<file path="config.mk">
export PLATFORM = sky130hd
export DESIGN_NAME = riscv_pmacfg_regs_flat
export DESIGN_NICKNAME = d
export VERILOG_FILES = /design/src/rtl/riscv_pma_pkg.sv /design/src/rtl/riscv_pmacfg_regs_if.sv /design/src/rtl/riscv_pmacfg_entry.sv /design/src/rtl/riscv_pmacfg_regs.sv /design/src/flat_wrapper.sv
export SDC_FILE = /design/constraint.sdc
export NUM_CORES = 2
export LEC_CHECK = 0
export ABC_AREA = 1
export CORE_AREA = 4 4 326 328
export DETAILED_ROUTE_END_ITERATION = 12
export DIE_AREA = 0 0 330 332
export MAX_ROUTING_LAYER = met4
export PLACE_DENSITY = 0.79
export SLEW_MARGIN = 20
export SYNTH_ARGS = -nofsm -noshare
export SYNTH_HDL_FRONTEND = slang
export SYNTH_SLANG_ARGS = --single-unit
</file>
<file path="constraint.sdc">
create_clock -name clk_i -period 5.9 [get_ports clk_i]
set_input_delay 1.77 -clock clk_i [delete_from_list [all_inputs] [get_ports clk_i]]
set_output_delay 1.77 -clock clk_i [all_outputs]
set_load 0.1 [all_outputs]
</file>
<file path="src/rtl/riscv_pma_pkg.sv">
// riscv_pma_pkg: shared types and helpers for the PMA configuration registers.
//   pmacfg_t      one PMA entry configuration (enums for address match and memory type)
//   CFG_*         bit offsets of each field inside a software-visible cfg word
//   pmacfg_pack / pmacfg_unpack   struct <-> cfg word conversion (unused bits read 0)
//   commit_idx    word index of the COMMIT register for a given entry count
//   commit_state_t  commit FSM states
package riscv_pma_pkg;

  typedef enum logic [1:0] {
    OFF   = 2'b00,
    NA4   = 2'b01,
    TOR   = 2'b10,
    NAPOT = 2'b11
  } pma_a_t;

  typedef enum logic [1:0] {
    MEM_EMPTY = 2'b00,
    MAIN      = 2'b01,
    IO        = 2'b10,
    TCM       = 2'b11
  } pma_mem_t;

  typedef struct packed {
    logic       l;
    logic       m;
    logic       wi;
    logic       ri;
    logic       cc;
    logic       c;
    logic       x;
    logic       w;
    logic       r;
    logic [1:0] amo_type;
    pma_mem_t   mem_type;
    pma_a_t     a;
  } pmacfg_t;

  localparam int CFG_A   = 0;
  localparam int CFG_MT  = 2;
  localparam int CFG_AMO = 4;
  localparam int CFG_R   = 6;
  localparam int CFG_W   = 7;
  localparam int CFG_X   = 8;
  localparam int CFG_C   = 9;
  localparam int CFG_CC  = 10;
  localparam int CFG_RI  = 11;
  localparam int CFG_WI  = 12;
  localparam int CFG_M   = 13;
  localparam int CFG_L   = 15;

  localparam pmacfg_t PMACFG_OFF = '{
    l: 1'b0, m: 1'b0, wi: 1'b0, ri: 1'b0, cc: 1'b0, c: 1'b0,
    x: 1'b0, w: 1'b0, r: 1'b0, amo_type: 2'b00, mem_type: MEM_EMPTY, a: OFF
  };

  localparam pmacfg_t PMACFG_RST0 = '{
    l: 1'b0, m: 1'b0, wi: 1'b0, ri: 1'b0, cc: 1'b0, c: 1'b0,
    x: 1'b1, w: 1'b1, r: 1'b1, amo_type: 2'b00, mem_type: MAIN, a: NAPOT
  };

  typedef enum logic [1:0] {
    ST_IDLE       = 2'b00,
    ST_WAIT_DRAIN = 2'b01,
    ST_APPLY      = 2'b10
  } commit_state_t;

  function automatic logic [15:0] pmacfg_pack(input pmacfg_t c);
    logic [15:0] v;
    v               = '0;
    v[CFG_A +: 2]   = c.a;
    v[CFG_MT +: 2]  = c.mem_type;
    v[CFG_AMO +: 2] = c.amo_type;
    v[CFG_R]        = c.r;
    v[CFG_W]        = c.w;
    v[CFG_X]        = c.x;
    v[CFG_C]        = c.c;
    v[CFG_CC]       = c.cc;
    v[CFG_RI]       = c.ri;
    v[CFG_WI]       = c.wi;
    v[CFG_M]        = c.m;
    v[CFG_L]        = c.l;
    return v;
  endfunction

  function automatic pmacfg_t pmacfg_unpack(input logic [15:0] v);
    pmacfg_t c;
    c.a        = pma_a_t'(v[CFG_A +: 2]);
    c.mem_type = pma_mem_t'(v[CFG_MT +: 2]);
    c.amo_type = v[CFG_AMO +: 2];
    c.r        = v[CFG_R];
    c.w        = v[CFG_W];
    c.x        = v[CFG_X];
    c.c        = v[CFG_C];
    c.cc       = v[CFG_CC];
    c.ri       = v[CFG_RI];
    c.wi       = v[CFG_WI];
    c.m        = v[CFG_M];
    c.l        = v[CFG_L];
    return c;
  endfunction

  function automatic int commit_idx(input int cnt);
    return 2 * cnt;
  endfunction

endpackage

</file>
<file path="src/rtl/riscv_pmacfg_regs_if.sv">
// riscv_pmacfg_regs_if: software config port (req/ack word access).
//   master drives req/we/adr/d and holds req until ack; slave returns q/err with a one-cycle ack.
//   Ports: req, we, adr[AW], d[XLEN] (master->slave); q[XLEN], ack, err (slave->master).
interface riscv_pmacfg_regs_if #(
  parameter int XLEN = 32,
  parameter int AW   = 6
);
  logic            req;
  logic            we;
  logic [AW-1:0]   adr;
  logic [XLEN-1:0] d;
  logic [XLEN-1:0] q;
  logic            ack;
  logic            err;

  modport master (output req, we, adr, d, input q, ack, err);
  modport slave  (input req, we, adr, d, output q, ack, err);
endinterface

</file>
<file path="src/rtl/riscv_pmacfg_entry.sv">
// riscv_pmacfg_entry: one PMA entry, shadow (software) and active (checker) copies.
//   Latency: shadow writes land next cycle; active copy loads from shadow on apply_i.
//   Backpressure: none; locked writes are dropped and reported through cfg_lock_o/adr_lock_o.
//   Ports: clk_i, rst_ni, cfg_we_i/adr_we_i + wdat_i (shadow writes), apply_i,
//          next_tor_lock_i (entry k+1 is locked TOR), sh_*_o (shadow), act_*_o (active), *_lock_o.
//   Macro PMA_LOCK_EN: stores L and enables write locking; otherwise L reads 0.
module riscv_pmacfg_entry
  import riscv_pma_pkg::*;
#(
  parameter int              XLEN    = 32,
  parameter int              PLEN    = 34,
  parameter pmacfg_t         RST_CFG = PMACFG_OFF,
  parameter logic [XLEN-1:0] RST_ADR = '0
) (
  input  logic            clk_i,
  input  logic            rst_ni,
  input  logic            cfg_we_i,
  input  logic            adr_we_i,
  input  logic [XLEN-1:0] wdat_i,
  input  logic            apply_i,
  input  logic            next_tor_lock_i,
  output pmacfg_t         sh_cfg_o,
  output logic [XLEN-1:0] sh_adr_o,
  output pmacfg_t         act_cfg_o,
  output logic [XLEN-1:0] act_adr_o,
  output logic            cfg_lock_o,
  output logic            adr_lock_o
);

  // Address registers hold physical address bits [PLEN-1:2], i.e. word bits [PLEN-3:0].
  localparam int KEEP = (PLEN - 2 < XLEN) ? (PLEN - 2) : XLEN;

  function automatic logic [XLEN-1:0] adr_mask();
    logic [XLEN-1:0] m;
    for (int i = 0; i < XLEN; i++) m[i] = (i < KEEP);
    return m;
  endfunction

  localparam logic [XLEN-1:0] ADR_MASK = adr_mask();

  pmacfg_t         sh_cfg_q, act_cfg_q, sh_cfg_d;
  logic [XLEN-1:0] sh_adr_q, act_adr_q;

`ifdef PMA_LOCK_EN
  // A TOR match for entry k+1 uses adr[k] as its base, so that lock reaches down one entry.
  assign cfg_lock_o = sh_cfg_q.l;
  assign adr_lock_o = sh_cfg_q.l | next_tor_lock_i;
  always_comb sh_cfg_d = pmacfg_unpack(wdat_i[15:0]);
`else
  logic unused_tor_lock;
  assign unused_tor_lock = next_tor_lock_i;
  assign cfg_lock_o      = 1'b0;
  assign adr_lock_o      = 1'b0;
  always_comb begin
    sh_cfg_d   = pmacfg_unpack(wdat_i[15:0]);
    sh_cfg_d.l = 1'b0;
  end
`endif

  always_ff @(posedge clk_i) begin
    if (!rst_ni) begin
      sh_cfg_q  <= RST_CFG;
      sh_adr_q  <= RST_ADR & ADR_MASK;
      act_cfg_q <= RST_CFG;
      act_adr_q <= RST_ADR & ADR_MASK;
    end else begin
      if (cfg_we_i && !cfg_lock_o) sh_cfg_q <= sh_cfg_d;
      if (adr_we_i && !adr_lock_o) sh_adr_q <= wdat_i & ADR_MASK;
      if (apply_i) begin
        act_cfg_q <= sh_cfg_q;
        act_adr_q <= sh_adr_q;
      end
    end
  end

  assign sh_cfg_o  = sh_cfg_q;
  assign sh_adr_o  = sh_adr_q;
  assign act_cfg_o = act_cfg_q;
  assign act_adr_o = act_adr_q;

endmodule

</file>
<file path="src/rtl/riscv_pmacfg_regs.sv">
// riscv_pmacfg_regs: PMA configuration writer; shadow regs over a req/ack port, committed atomically.
//   Latency: accesses ack 1 cycle after acceptance; dirty COMMIT acks 1 cycle after APPLY.
//   Backpressure: requests stall (no ack) while a commit drains the memory pipeline.
//   Ports: rst_ni (sync, active low), clk_i, cfg (config slave port), drain_req_o/drain_ack_i
//          (pipeline drain handshake), pma_cfg_o/pma_adr_o (active set), busy_o, updated_o.
//   Macro PMA_LOCK_EN: enables per-entry L-bit write locking.
module riscv_pmacfg_regs
  import riscv_pma_pkg::*;
#(
  parameter int              XLEN    = 32,
  parameter int              PLEN    = (XLEN == 32) ? 34 : 56,
  parameter int              PMA_CNT = 16,
  parameter pmacfg_t         RST_CFG = PMACFG_RST0,
  parameter logic [XLEN-1:0] RST_ADR = {XLEN{1'b1}} >> 1
) (
  input  logic                 rst_ni,
  input  logic                 clk_i,
  riscv_pmacfg_regs_if.slave   cfg,
  output logic                 drain_req_o,
  input  logic                 drain_ack_i,
  output pmacfg_t              pma_cfg_o [PMA_CNT],
  output logic [XLEN-1:0]      pma_adr_o [PMA_CNT],
  output logic                 busy_o,
  output logic                 updated_o
);

  localparam int            AW         = $clog2(2 * PMA_CNT) + 1;
  localparam int            IW         = $clog2(PMA_CNT);
  localparam logic [AW-1:0] COMMIT_IDX = AW'(commit_idx(PMA_CNT));

  commit_state_t   state_q;
  logic            ack_q, err_q, dirty_q, drain_req_q, busy_q, upd_q;
  logic [XLEN-1:0] q_q;

  pmacfg_t         sh_cfg [PMA_CNT];
  logic [XLEN-1:0] sh_adr [PMA_CNT];
  logic [PMA_CNT-1:0] cfg_we, adr_we, cfg_lck, adr_lck, tor_lk;

  logic [IW-1:0]   ent;
  logic            idx_commit, idx_err, idx_entry;
  logic            accept, acc_wr, wr_hit, apply;
  logic [XLEN-1:0] rd_dat;

  assign ent        = cfg.adr[IW:1];
  assign idx_commit = (cfg.adr == COMMIT_IDX);
  assign idx_err    = (cfg.adr > COMMIT_IDX);
  assign idx_entry  = (cfg.adr < COMMIT_IDX);

  // ack_q blocks re-acceptance of the same held request in the ack cycle.
  assign accept = (state_q == ST_IDLE) && cfg.req && !ack_q;
  assign acc_wr = accept && cfg.we;
  assign apply  = (state_q == ST_APPLY);

  // Only writes that actually change shadow state mark the set dirty.
  assign wr_hit = acc_wr && idx_entry && !(cfg.adr[0] ? adr_lck[ent] : cfg_lck[ent]);

  for (genvar k = 0; k < PMA_CNT; k++) begin : g_ent
    assign cfg_we[k] = acc_wr && (cfg.adr == AW'(2 * k));
    assign adr_we[k] = acc_wr && (cfg.adr == AW'(2 * k + 1));

    if (k < PMA_CNT - 1) begin : g_tor
      assign tor_lk[k] = sh_cfg[k+1].l && (sh_cfg[k+1].a == TOR);
    end else begin : g_last
      assign tor_lk[k] = 1'b0;
    end

    riscv_pmacfg_entry #(
      .XLEN    (XLEN),
      .PLEN    (PLEN),
      .RST_CFG ((k == 0) ? RST_CFG : PMACFG_OFF),
      .RST_ADR ((k == 0) ? RST_ADR : {XLEN{1'b0}})
    ) u_entry (
      .clk_i           (clk_i),
      .rst_ni          (rst_ni),
      .cfg_we_i        (cfg_we[k]),
      .adr_we_i        (adr_we[k]),
      .wdat_i          (cfg.d),
      .apply_i         (apply),
      .next_tor_lock_i (tor_lk[k]),
      .sh_cfg_o        (sh_cfg[k]),
      .sh_adr_o        (sh_adr[k]),
      .act_cfg_o       (pma_cfg_o[k]),
      .act_adr_o       (pma_adr_o[k]),
      .cfg_lock_o      (cfg_lck[k]),
      .adr_lock_o      (adr_lck[k])
    );
  end

  // Reads always return the shadow copy.
  always_comb begin
    rd_dat = '0;
    if (idx_commit)
      rd_dat = {{(XLEN-2){1'b0}}, dirty_q, busy_q};
    else if (idx_entry)
      rd_dat = cfg.adr[0] ? sh_adr[ent] : {{(XLEN-16){1'b0}}, pmacfg_pack(sh_cfg[ent])};
  end

  always_ff @(posedge clk_i) begin
    if (!rst_ni) begin
      state_q     <= ST_IDLE;
      ack_q       <= 1'b0;
      err_q       <= 1'b0;
      q_q         <= '0;
      dirty_q     <= 1'b0;
      drain_req_q <= 1'b0;
      busy_q      <= 1'b0;
      upd_q       <= 1'b0;
    end else begin
      ack_q <= 1'b0;
      upd_q <= 1'b0;
      case (state_q)
        ST_IDLE: begin
          if (accept) begin
            if (idx_commit && cfg.we && dirty_q) begin
              // Ack for this COMMIT is deferred until the active set is replaced.
              state_q     <= ST_WAIT_DRAIN;
              drain_req_q <= 1'b1;
              busy_q      <= 1'b1;
            end else begin
              ack_q <= 1'b1;
              err_q <= idx_err;
              q_q   <= cfg.we ? '0 : rd_dat;
              if (wr_hit) dirty_q <= 1'b1;
            end
          end
        end
        ST_WAIT_DRAIN: begin
          if (drain_ack_i) state_q <= ST_APPLY;
        end
        ST_APPLY: begin
          state_q     <= ST_IDLE;
          dirty_q     <= 1'b0;
          drain_req_q <= 1'b0;
          busy_q      <= 1'b0;
          ack_q       <= 1'b1;
          upd_q       <= 1'b1;
          err_q       <= 1'b0;
          q_q         <= '0;
        end
        default: state_q <= ST_IDLE;
      endcase
    end
  end

  assign cfg.ack     = ack_q;
  assign cfg.err     = err_q;
  assign cfg.q       = q_q;
  assign drain_req_o = drain_req_q;
  assign busy_o      = busy_q;
  assign updated_o   = upd_q;

endmodule

</file>
<file path="src/flat_wrapper.sv">
// flat-port wrapper written by rule: the top's interface ports become plain ports
module riscv_pmacfg_regs_flat import riscv_pma_pkg::*;
#(
  parameter int              XLEN    = 32,
  parameter int              PLEN    = (XLEN == 32) ? 34 : 56,
  parameter int              PMA_CNT = 16,
  parameter pmacfg_t         RST_CFG = PMACFG_RST0,
  parameter logic [XLEN-1:0] RST_ADR = {XLEN{1'b1}} >> 1
)
  (rst_ni, clk_i, drain_req_o, drain_ack_i, pma_cfg_o, pma_adr_o, busy_o, updated_o, cfg_req, cfg_we, cfg_adr, cfg_d, cfg_q, cfg_ack, cfg_err);
  riscv_pmacfg_regs_if #(.XLEN(XLEN), .AW((6))) cfg_i ();
  input  logic rst_ni;
  input  logic clk_i;
  output logic drain_req_o;
  input  logic drain_ack_i;
  output pmacfg_t pma_cfg_o[PMA_CNT];
  output logic [XLEN-1:0] pma_adr_o[PMA_CNT];
  output logic busy_o;
  output logic updated_o;
  input wire logic [$bits(cfg_i.req)-1:0] cfg_req;
  input wire logic [$bits(cfg_i.we)-1:0] cfg_we;
  input wire logic [$bits(cfg_i.adr)-1:0] cfg_adr;
  input wire logic [$bits(cfg_i.d)-1:0] cfg_d;
  output wire logic [$bits(cfg_i.q)-1:0] cfg_q;
  output wire logic [$bits(cfg_i.ack)-1:0] cfg_ack;
  output wire logic [$bits(cfg_i.err)-1:0] cfg_err;
  assign cfg_i.req = cfg_req;
  assign cfg_i.we = cfg_we;
  assign cfg_i.adr = cfg_adr;
  assign cfg_i.d = cfg_d;
  assign cfg_q = cfg_i.q;
  assign cfg_ack = cfg_i.ack;
  assign cfg_err = cfg_i.err;
  riscv_pmacfg_regs #(.XLEN(XLEN), .PLEN(PLEN), .PMA_CNT(PMA_CNT), .RST_CFG(RST_CFG), .RST_ADR(RST_ADR)) u_core (.rst_ni(rst_ni), .clk_i(clk_i), .cfg(cfg_i), .drain_req_o(drain_req_o), .drain_ack_i(drain_ack_i), .pma_cfg_o(pma_cfg_o), .pma_adr_o(pma_adr_o), .busy_o(busy_o), .updated_o(updated_o));
endmodule
</file>
==> impl_results.md <==
* Sw frac at 23.42%
* RR Endpoint: u_core.g_ent[10].u_entry.sh_adr_o[7]
* Post-synthesis mux area share at 0%
* Port bufs at 815
* Area of the multi-input gates at 21840 um^2
* Syn avg cell area at 8.169 um^2
* Post-CTS sizing at 0
* Post-route DRC at 0
* Nets at 7371
* Vias in the first global route at 47853
* Number of synthesized flops with an enable pin at 0
* CTS Buffer Depth at 3
* Main flop type after synthesis: dfxtp_1
* Fin. max-slew vios at 0
* Finished Core Util at 67.35%
* Number of vias per cell at 6.051
* Most frequent cells in the layout: dfxtp_1, nand2_1, o21ai_0, clkdlybuf4s50_1, nor2_1
* Clk pwr share at 46.4%
* Worst path depth at 1
* Gr usage total at 40.21%
* RR Startpoint: u_core.state_q[1]
* Leading cell type in the layout, fill and taps excluded: dfxtp_1
* Synth unique cells at 30
* Compound-Gate Fraction of Synth Area at 23.07%
* H-tree Lvls at 4
* Main combinational cell family by area after synthesis: compound AO/OA/AOI/OAI gates
* First-pass GRT wire length at 323600 um
* Unrepaired setup endpoints after global routing: false
* Max Clock Skew at 0.03442 ns
* Run status: finished, final reports clean
* Combinational share of power at 4.9%
* Initial DRC count at 8153
* Sequential-to-total area share from yosys stat at 53.89%
* Layout cells sized above 1 at 5.231%
* Count of boundary I/O pins at 832
* Mapped Cells at 6871
* Worst Path Buf+Inv at 1
* Internal reg-to-reg setup slack at 2.98 ns
* Power density cells at 303.3 nW/um^2
* Rows at 118
* Leak at 26.20 nW
* Post-synthesis cell area at 56130 um^2
* CTS Sinks at 1511
* Peak supply drop at 0.0002318 V
* CORE AREA at 103200 um^2
* #FFs+latches synth at 1511
* Final worst slack at 1.575 ns
* Critical path launch point type: flip-flop
* Critical setup path kind: flip-flop to output port
* Worst setup path end: cfg_q[26]
* Adder-Cell Fraction of Synth Area at 0%
* P&R area growth vs syn at 23.84%
* Crit path launch: u_core.cfg.q[26]
* Overflow after GRT at 0
* Post-synth ARST share at 0%
* Seq. cell area at 30250 um^2
* Finished Layout Cells at 8831
* CTS Buf Count at 150
* Max stage delay on crit path at 1.23 ns
* CP max-delay cell: clkdlybuf4s50_1
* Pre-CTS WS at 1.031 ns
* Drt total wl at 224100 um
* CTS tree: built
* Post-CTS Setup Bufs at 0
* P_sw at 4.938 mW
* Fmax at 231.2 MHz
* Pint at 16.15 mW
* Hold Crit Class: flip-flop to flip-flop
* Crit-path max FO at 3
* Routability cong. at 1.018
* Antenna violation net count after detailed routing at 0
* Clk slew on worst S/H paths at 0.06 ns
* Min Tclk post-route at 4.325 ns
* # setup viols final at 0
* Final HPWL DP at 150100 um
* Xor/xnor share of the synthesized area at 0%
* Final hold violations at 0
* Initial antenna violation count at 16
* Worst EP required at 4.13 ns
* Initial Util at 54.39%
* CTS root buf: clkbuf_16
* Pin count of the biggest net entering global routing at 200
* Crit path max-delay family: buffers and inverters
* Slew headroom at 18.81%
* Die Wd at 330 um
* Crit path cell chain: clkdlybuf4s50_1
* Setup TNS at 0 ns
* Vias at 53440
* Die area at 109600 um^2
* CP endpoint kind: output port
* Synth Warn # at 0
* DRT Pass-1 Iters at 7
* Die Y at 332 um
* WP data arrival at 2.56 ns
* Sequential power share at 48.7%
* WL per Instance at 25.38 um
* Worst Tran Pin Value at 1.214 ns
* Hold_buf cts at 0
* Max-Cap Viols at 0
* Clk_lat worst skew at 0.76 ns
* Fillcell total at 8380
* Simple-gate portion of the synthesized area at 15.56%
* Worst R2R Path Depth at 9
* Placed insts at 8556
* Final worst-path cycle share at 73.31%
==> cell usage after synthesis (2+ instances only) <==
cell	number	area, um^2
dfxtp_1	1511	30250
nand2_1	1360	5105
o21ai_0	920	4604
nor2_1	477	1790
clkbuf_1	465	1745
a21oi_1	459	2297
inv_1	450	1689
a22o_1	352	3083
a211oi_1	330	2477
nand3_1	281	1406
buf_2	86	430.4
o211ai_1	43	322.8
buf_1	40	150.1
nor2_4	20	225.2
buf_4	17	127.6
nor2_2	10	62.56
nand4_1	9	56.30
o22a_1	9	78.83
nor3_1	8	40.04
o2111ai_1	8	70.07
clkinv_1	3	11.26
inv_2	3	11.26
buf_6	2	22.52
o21ai_1	2	10.01
==> cell type report <==
cell class / count / area share (%)
clock buffer: 213 / 6.266
timing repair buffer: 900 / 12.85
clock inverter: 48 / 0.9108
tap: 1380 / 2.484
inverter: 456 / 2.500
sequential: 1511 / 43.52
multi-input combinational: 4309 / 31.41
antenna: 14 / 0.05040
==> routing by layer <==
| metal | track usage (%) | routed length (um) | vias up |
|---|---|---|---|
| met3 | 9.263 | 27260 | 610 |
| met2 | 55.98 | 93870 | 3660 |
| li1 | - | - | 24011 |
| met5 | - | 0 | - |
| met1 | 53.66 | 88100 | 25159 |
| met4 | 22.79 | 14910 | 0 |
==> worst min-delay path by stage <==
stage,start,to,slack [ns],cells after the start
global placement,u_core.g_ent[13].u_entry.act_adr_o[21],u_core.g_ent[13].u_entry.act_adr_o[21],0.43,2
floorplan,u_core.g_ent[12].u_entry.sh_adr_o[14],u_core.g_ent[12].u_entry.act_adr_o[14],0.44,2
finish,u_core.g_ent[12].u_entry.act_adr_o[29],u_core.g_ent[12].u_entry.act_adr_o[29],0.45,2
CTS,u_core.g_ent[12].u_entry.act_adr_o[29],u_core.g_ent[12].u_entry.act_adr_o[29],0.45,2
detailed placement,u_core.g_ent[12].u_entry.act_adr_o[29],u_core.g_ent[12].u_entry.act_adr_o[29],0.44,2
global route,u_core.g_ent[14].u_entry.act_adr_o[13],u_core.g_ent[14].u_entry.act_adr_o[13],0.47,2
==> logic make-up after synthesis <==
kind of cell	Yosys count
AOI/OAI and AO/OA	2124
and+or+nand+nor	2169
other	1
buffers and inverters	1066
DFF	1511
==> metrics by stage <==
step           area, um^2  hold WS, ns  power [mW]
4_1_cts             69470       0.4531       21.08
3_3_place_gp        64490       0.4342       11.48
2_1_floorplan       56180       0.4357       11.10
5_1_grt             69510       0.4724       21.57
3_5_place_dp        64480       0.4421       11.48
6_report            69510       0.4510       21.08
==> power by group through the flow <==
stage	registers, mW	clock network, mW	logic (mW)
after floorplan	10.5	0	0.548
after global placement	10.5	0	0.996
after detailed placement	10.5	0	0.997
after CTS	10.3	9.82	1.00
after global routing	10.3	10.2	1.07
final	10.3	9.78	1.04
==> registers in the layout (all words and copies together) (netlist names) <==
| name | flops |
|---|---|
| u_core.cfg.ack | 1 |
| u_core.cfg.err | 1 |
| u_core.cfg.q | 32 |
| u_core.dirty_q | 1 |
| u_core.drain_req_o | 1 |
| u_core.g_ent.u_entry.act_adr_o | 512 |
| u_core.g_ent.u_entry.act_cfg_o | 224 |
| u_core.g_ent.u_entry.sh_adr_o | 512 |
| u_core.g_ent.u_entry.sh_cfg_o | 224 |
| u_core.state_q | 2 |
| u_core.updated_o | 1 |
Note: power is estimated with default switching activity, not from simulation.
